===== config.mk =====
export PLATFORM = sky130hd
export DESIGN_NAME = sha256_compress
export DESIGN_NICKNAME = d
export VERILOG_FILES = /design/src/rtl/sha256_pkg.sv /design/src/rtl/sha256_round.sv /design/src/rtl/sha256_compress.sv
export SDC_FILE = /design/constraint.sdc
export NUM_CORES = 2
export LEC_CHECK = 0
export ABC_AREA = 1
export CORE_MARGIN = 2
export CORE_UTILIZATION = 54
export DETAILED_ROUTE_END_ITERATION = 10
export HOLD_SLACK_MARGIN = 0.05
export PLACE_DENSITY = 0.9
export SLEW_MARGIN = 20
export SYNTH_ARGS = -nofsm -noshare
export SYNTH_HDL_FRONTEND = slang
export SYNTH_HIERARCHICAL = 1
export SYNTH_SLANG_ARGS = --single-unit

===== constraint.sdc =====
create_clock -name clk -period 29.7 [get_ports clk]
set_clock_uncertainty 0.2 [all_clocks]
set_input_delay 8.91 -clock clk [delete_from_list [all_inputs] [get_ports clk]]
set_output_delay 8.91 -clock clk [all_outputs]
set_load 0.02 [all_outputs]

===== src/rtl/sha256_pkg.sv =====
// sha256_pkg: shared SHA-256 definitions for the schedule and compression blocks.
//   - word type and the 8-word register-file type (element 7 = a / H0,
//     element 0 = h / H7, so a 256-bit chaining value maps onto it directly)
//   - compression FSM state encoding
//   - round-constant table K[0..63] and the initial hash value IV
//   - BSIG0/BSIG1/CH/MAJ (compression) and SSIG0/SSIG1 (message schedule)
package sha256_pkg;

    localparam int WORD_W = 32;

    typedef logic [WORD_W-1:0]       word_t;
    typedef logic [7:0][WORD_W-1:0]  regs_t;

    typedef enum logic [1:0] {
        ST_IDLE  = 2'd0,
        ST_ROUND = 2'd1,
        ST_FINAL = 2'd2
    } state_e;

    localparam word_t K [64] = '{
        32'h428a2f98, 32'h71374491, 32'hb5c0fbcf, 32'he9b5dba5,
        32'h3956c25b, 32'h59f111f1, 32'h923f82a4, 32'hab1c5ed5,
        32'hd807aa98, 32'h12835b01, 32'h243185be, 32'h550c7dc3,
        32'h72be5d74, 32'h80deb1fe, 32'h9bdc06a7, 32'hc19bf174,
        32'he49b69c1, 32'hefbe4786, 32'h0fc19dc6, 32'h240ca1cc,
        32'h2de92c6f, 32'h4a7484aa, 32'h5cb0a9dc, 32'h76f988da,
        32'h983e5152, 32'ha831c66d, 32'hb00327c8, 32'hbf597fc7,
        32'hc6e00bf3, 32'hd5a79147, 32'h06ca6351, 32'h14292967,
        32'h27b70a85, 32'h2e1b2138, 32'h4d2c6dfc, 32'h53380d13,
        32'h650a7354, 32'h766a0abb, 32'h81c2c92e, 32'h92722c85,
        32'ha2bfe8a1, 32'ha81a664b, 32'hc24b8b70, 32'hc76c51a3,
        32'hd192e819, 32'hd6990624, 32'hf40e3585, 32'h106aa070,
        32'h19a4c116, 32'h1e376c08, 32'h2748774c, 32'h34b0bcb5,
        32'h391c0cb3, 32'h4ed8aa4a, 32'h5b9cca4f, 32'h682e6ff3,
        32'h748f82ee, 32'h78a5636f, 32'h84c87814, 32'h8cc70208,
        32'h90befffa, 32'ha4506ceb, 32'hbef9a3f7, 32'hc67178f2
    };

    localparam regs_t IV = {
        32'h6a09e667, 32'hbb67ae85, 32'h3c6ef372, 32'ha54ff53a,
        32'h510e527f, 32'h9b05688c, 32'h1f83d9ab, 32'h5be0cd19
    };

    function automatic word_t rotr(input word_t x, input int unsigned n);
        return (x >> n) | (x << (WORD_W - n));
    endfunction

    function automatic word_t bsig0(input word_t x);
        return rotr(x, 2) ^ rotr(x, 13) ^ rotr(x, 22);
    endfunction

    function automatic word_t bsig1(input word_t x);
        return rotr(x, 6) ^ rotr(x, 11) ^ rotr(x, 25);
    endfunction

    function automatic word_t ssig0(input word_t x);
        return rotr(x, 7) ^ rotr(x, 18) ^ (x >> 3);
    endfunction

    function automatic word_t ssig1(input word_t x);
        return rotr(x, 17) ^ rotr(x, 19) ^ (x >> 10);
    endfunction

    function automatic word_t ch(input word_t e, input word_t f, input word_t g);
        return (e & f) ^ (~e & g);
    endfunction

    function automatic word_t maj(input word_t a, input word_t b, input word_t c);
        return (a & b) ^ (a & c) ^ (b & c);
    endfunction

endpackage


===== src/rtl/sha256_round.sv =====
// sha256_round: one combinational SHA-256 compression round.
//   state_i : working registers, [7]=a ... [0]=h
//   k_i     : round constant K[t]
//   w_i     : schedule word W[t]
//   state_o : working registers after the round, same ordering
module sha256_round
    import sha256_pkg::*;
(
    input  regs_t state_i,
    input  word_t k_i,
    input  word_t w_i,
    output regs_t state_o
);

    word_t a, b, c, d, e, f, g, h;
    word_t t1, t2;

    assign {a, b, c, d, e, f, g, h} = state_i;

    assign t1 = h + bsig1(e) + ch(e, f, g) + k_i + w_i;
    assign t2 = bsig0(a) + maj(a, b, c);

    // Every register shifts down one slot; only a and e take new values.
    assign state_o = {t1 + t2, a, b, c, d + t1, e, f, g};

endmodule


===== src/rtl/sha256_compress.sv =====
// sha256_compress: consumer of the SHA-256 message-schedule stream.
// Accepts W[0..ROUNDS-1] one word per w_valid/w_ready handshake, runs one
// compression round per accepted word, then adds the chaining value and
// presents the digest with a one-cycle done pulse.
//   clk, reset     : clock; asynchronous active-high reset
//   start, h_in    : begin a block with chaining value h_in (H0 in [255:224])
//   w_valid, w_in  : schedule word stream, in order t = 0..ROUNDS-1
//   w_ready        : high while a word can be accepted (ROUND state)
//   busy           : high from accepted start until the done cycle
//   done           : one-cycle pulse, digest_out valid
//   digest_out     : H'0 in [255:224] ... H'7 in [31:0], held until next done
// ROUNDS must be in 1..64; values below 64 are for debug benches only.
module sha256_compress
    import sha256_pkg::*;
#(
    parameter int unsigned ROUNDS = 64
)(
    input  logic         clk,
    input  logic         reset,
    input  logic         start,
    input  logic [255:0] h_in,
    input  logic         w_valid,
    output logic         w_ready,
    input  logic [31:0]  w_in,
    output logic         busy,
    output logic         done,
    output logic [255:0] digest_out
);

    localparam logic [6:0] LAST_T = 7'(ROUNDS - 1);

    state_e     state_q, state_d;
    logic [6:0] t_q, t_d;
    regs_t      work_q, work_d;    // a..h
    regs_t      hold_q, hold_d;    // chaining value for the feed-forward
    regs_t      digest_q, digest_d;
    logic       done_q, done_d;
    regs_t      round_out;

    sha256_round u_round (
        .state_i (work_q),
        .k_i     (K[t_q[5:0]]),
        .w_i     (w_in),
        .state_o (round_out)
    );

    always_ff @(posedge clk or posedge reset) begin
        if (reset) begin
            state_q  <= ST_IDLE;
            t_q      <= '0;
            work_q   <= '0;
            hold_q   <= '0;
            digest_q <= '0;
            done_q   <= 1'b0;
        end else begin
            // NOTE: non-blocking so every register samples pre-edge values.
            state_q  <= state_d;
            t_q      <= t_d;
            work_q   <= work_d;
            hold_q   <= hold_d;
            digest_q <= digest_d;
            done_q   <= done_d;
        end
    end

    always_comb begin
        // NOTE: defaults first keep every path assigned, so no latches.
        state_d  = state_q;
        t_d      = t_q;
        work_d   = work_q;
        hold_d   = hold_q;
        digest_d = digest_q;
        done_d   = 1'b0;

        unique case (state_q)
            ST_IDLE: begin
                // The done cycle is spent in IDLE, so back-to-back starts land here.
                if (start) begin
                    hold_d  = h_in;
                    work_d  = h_in;
                    t_d     = '0;
                    state_d = ST_ROUND;
                end
            end
            ST_ROUND: begin
                if (w_valid && w_ready) begin
                    work_d = round_out;
                    t_d    = t_q + 7'd1;
                    if (t_q == LAST_T) begin
                        state_d = ST_FINAL;
                    end
                end
            end
            ST_FINAL: begin
                for (int i = 0; i < 8; i++) begin
                    digest_d[i] = hold_q[i] + work_q[i];
                end
                done_d  = 1'b1;
                state_d = ST_IDLE;
            end
            default: state_d = ST_IDLE;
        endcase
    end

    assign w_ready    = (state_q == ST_ROUND);
    assign busy       = (state_q != ST_IDLE);
    assign done       = done_q;
    assign digest_out = digest_q;

endmodule


==> metrics.cfg <==
[timing]
final_hold_viol_count=0
min_period_over_period_pct=50.4
worst_pin_slew_ns=1.13
fmaxAchievable_mhz=66.9
timing.setup.tns_ns=0
finalSetupViolCount=0
layout_min_cycle_time_ns=14.96
grt_setup_unrepaired=false
slew_headroom_pct=24.1
finalMaxSlewViolations=0

[synthesis]
yosys-top-cells-area=dfrtp_1 (30%), nand2_1 (23%), inv_1 (7.7%)
yosysSeqAreaShare_pct=30.5
async_reset_ff_share_pct=100
synth_cells=9633
ys_types=57
netlist_area_sq_um=63900
ys_top_cells_by_count=nand2_1 (3858), inv_1 (1316), dfrtp_1 (778)
syn_area_per_cell_sq_um=6.64
yosysWarnings=6
postSynthNetCount=10400
synthFlopType=dfrtp_1
synth.top_cell.area_share_pct=30.5
yosysTopAreaCell=dfrtp_1
synth_most_common_cell=nand2_1
ys_ff_latch=778
synth_edf_count=0

[placed_design]
port_buffers=550
dp_hpwl_mm=196
gp_congestion=1.04

[die]
io_pins=551
dieHeight_um=348
core_sq_um=118000
initial_utilization_pct=54.3
num_rows=126
die_w_um=348
die_area_sq_um=121000

[routing]
via_count=65500
routed_wl_mm=252
first_pass_iters=7
drc=0
wl_per_cell_um=22.0
avgViaCountPerCell=5.70
drtIter0Drc=7274
ant_nets=0

[finish]
syn_to_final_growth_pct=13.0
fillers=10900
nets=10600
drive_above_1_share_pct=2.77
regArea_sq_um=19500
multi_input_area_sq_um=36800

[global_route]
grt_pass1_vias=62500
antenna_found_initial=14
gr-usage-all-layers_pct=40.9
grt_overflow_total=0
grt_max_degree=223
grt_pass1_wl_mm=376

[cts]
cts-htree-levels=3
cts.sinks=778
cts_setup_buffers=0
insertion_delay_ns=0.73
tritoncts=yes
numCtsBuffers=88
ctsHoldBuffers=0
cts_buffer_depth=3
cts_root_buf=clkbuf_16
postCtsResizedCells=0
clk_pin_slew_ns=0.06

[hold_path]
hold_class=reg -> reg

[job]
drv_cap=0

[worst_setup_path]
crit_path_end_kind=register
start_kind=input pin
worstPathRequired_ns=30.04
arrival_ns=15.30
cpPeakStageDelay_ns=0.68
path_max_fanout=4
cp_slowest_cell=clkdlybuf4s50_1
crit_type=in -> reg

[outcome]
outcome=completed

sequential cells by signal, indices dropped and copies added, names as in the netlist:
register    cells
work_q        256
digest_out    256
hold_q        256
state_q         2
t_q             7
done            1
through the flow:
stage	instances	utilization (%)	setup slack, ns	cell area (sq um)	hold WS [ns]
finish	11500	61.4	14.74	72300	0.271
global route	11500	61.3	14.46	72200	0.299
CTS	11500	61.3	14.85	72200	0.276
detailed placement	11300	58.7	14.15	69100	0.262
global placement	11300	58.7	14.20	69100	0.256
floorplan	9633	-	9.92	63900	0.253
final cells by class:
type	instances	area share [%]
clock inverters	47	0.814
multi-input cells	7058	50.9
flip-flops and latches	778	26.9
well taps	1536	2.66
inverters	1329	6.94
repair buffers	602	8.28
clock buffers	115	3.41
diodes	13	0.0450
worst paths after layout:
path	start	endpoint	slack, ns	cells past startpoint
min in group asynchronous	reset	digest_out[75]	8.50	2
max in group asynchronous	reset	digest_out[210]	17.69	5
setup reg to reg	t_q[0]	work_q[250]	19.90	36
setup / recovery	w_in[0]	work_q[250]	14.74	27
hold / removal	digest_out[65]	digest_out[65]	0.27	2
hold reg to reg	digest_out[65]	digest_out[65]	0.27	2
worst max-delay path: cells and delay by family:
kind | cells | cell delay (ns)
AO/OA/AOI/OAI | 6 | 1.18
XOR/XNOR | 2 | 0.58
adder cells (fa/ha/maj) | 7 | 2.94
buffers and inverters | 5 | 1.05
AND/OR/NAND/NOR | 7 | 0.64
per-layer routing:
metal  track usage, %  routed length (um)  up-vias
met5                0                  80        -
met4             27.5               20500       12
met3             9.10               26300      925
met2             64.5              111000     3707
met1             50.2               94300    30500
li1                 -                   -    30300
cell usage in the layout, fill, tap and decap left out, drive strengths merged, types with 9 or more instances in the layout:
cell type	count
a31oi	268
nand4	35
o22ai	9
fa	133
mux2	29
nand2	3865
inv	1338
nand3	469
clkbuf	115
a21oi	344
ha	358
nor3	46
xor2	123
nand3b	40
o21ai	245
buf	52
clkdlybuf4s50	550
xnor2	201
diode	13
clkinv	23
a21o	26
o221ai	16
dfrtp	778
o211ai	18
o21bai	68
nor2	709
kinds of logic (layout without fill, tap and decap cells):
logic type               count (synthesis)  after routing  share of synthesized area [%]
XOR/XNOR                               324            324                           4.44
buffers and inverters                 1797           2093                           12.0
other                                    0             13                              0
AND/OR/NAND/NOR                       5178           5178                           31.9
multiplexers                            31             31                          0.542
adder cells (fa/ha/maj)                493            493                           11.2
flip-flops                             778            778                           30.5
AO/OA/AOI/OAI                         1032           1032                           9.39
Power is not shown: default switching activity piles up to over one toggle a cycle in this logic, so the estimate is an artifact.
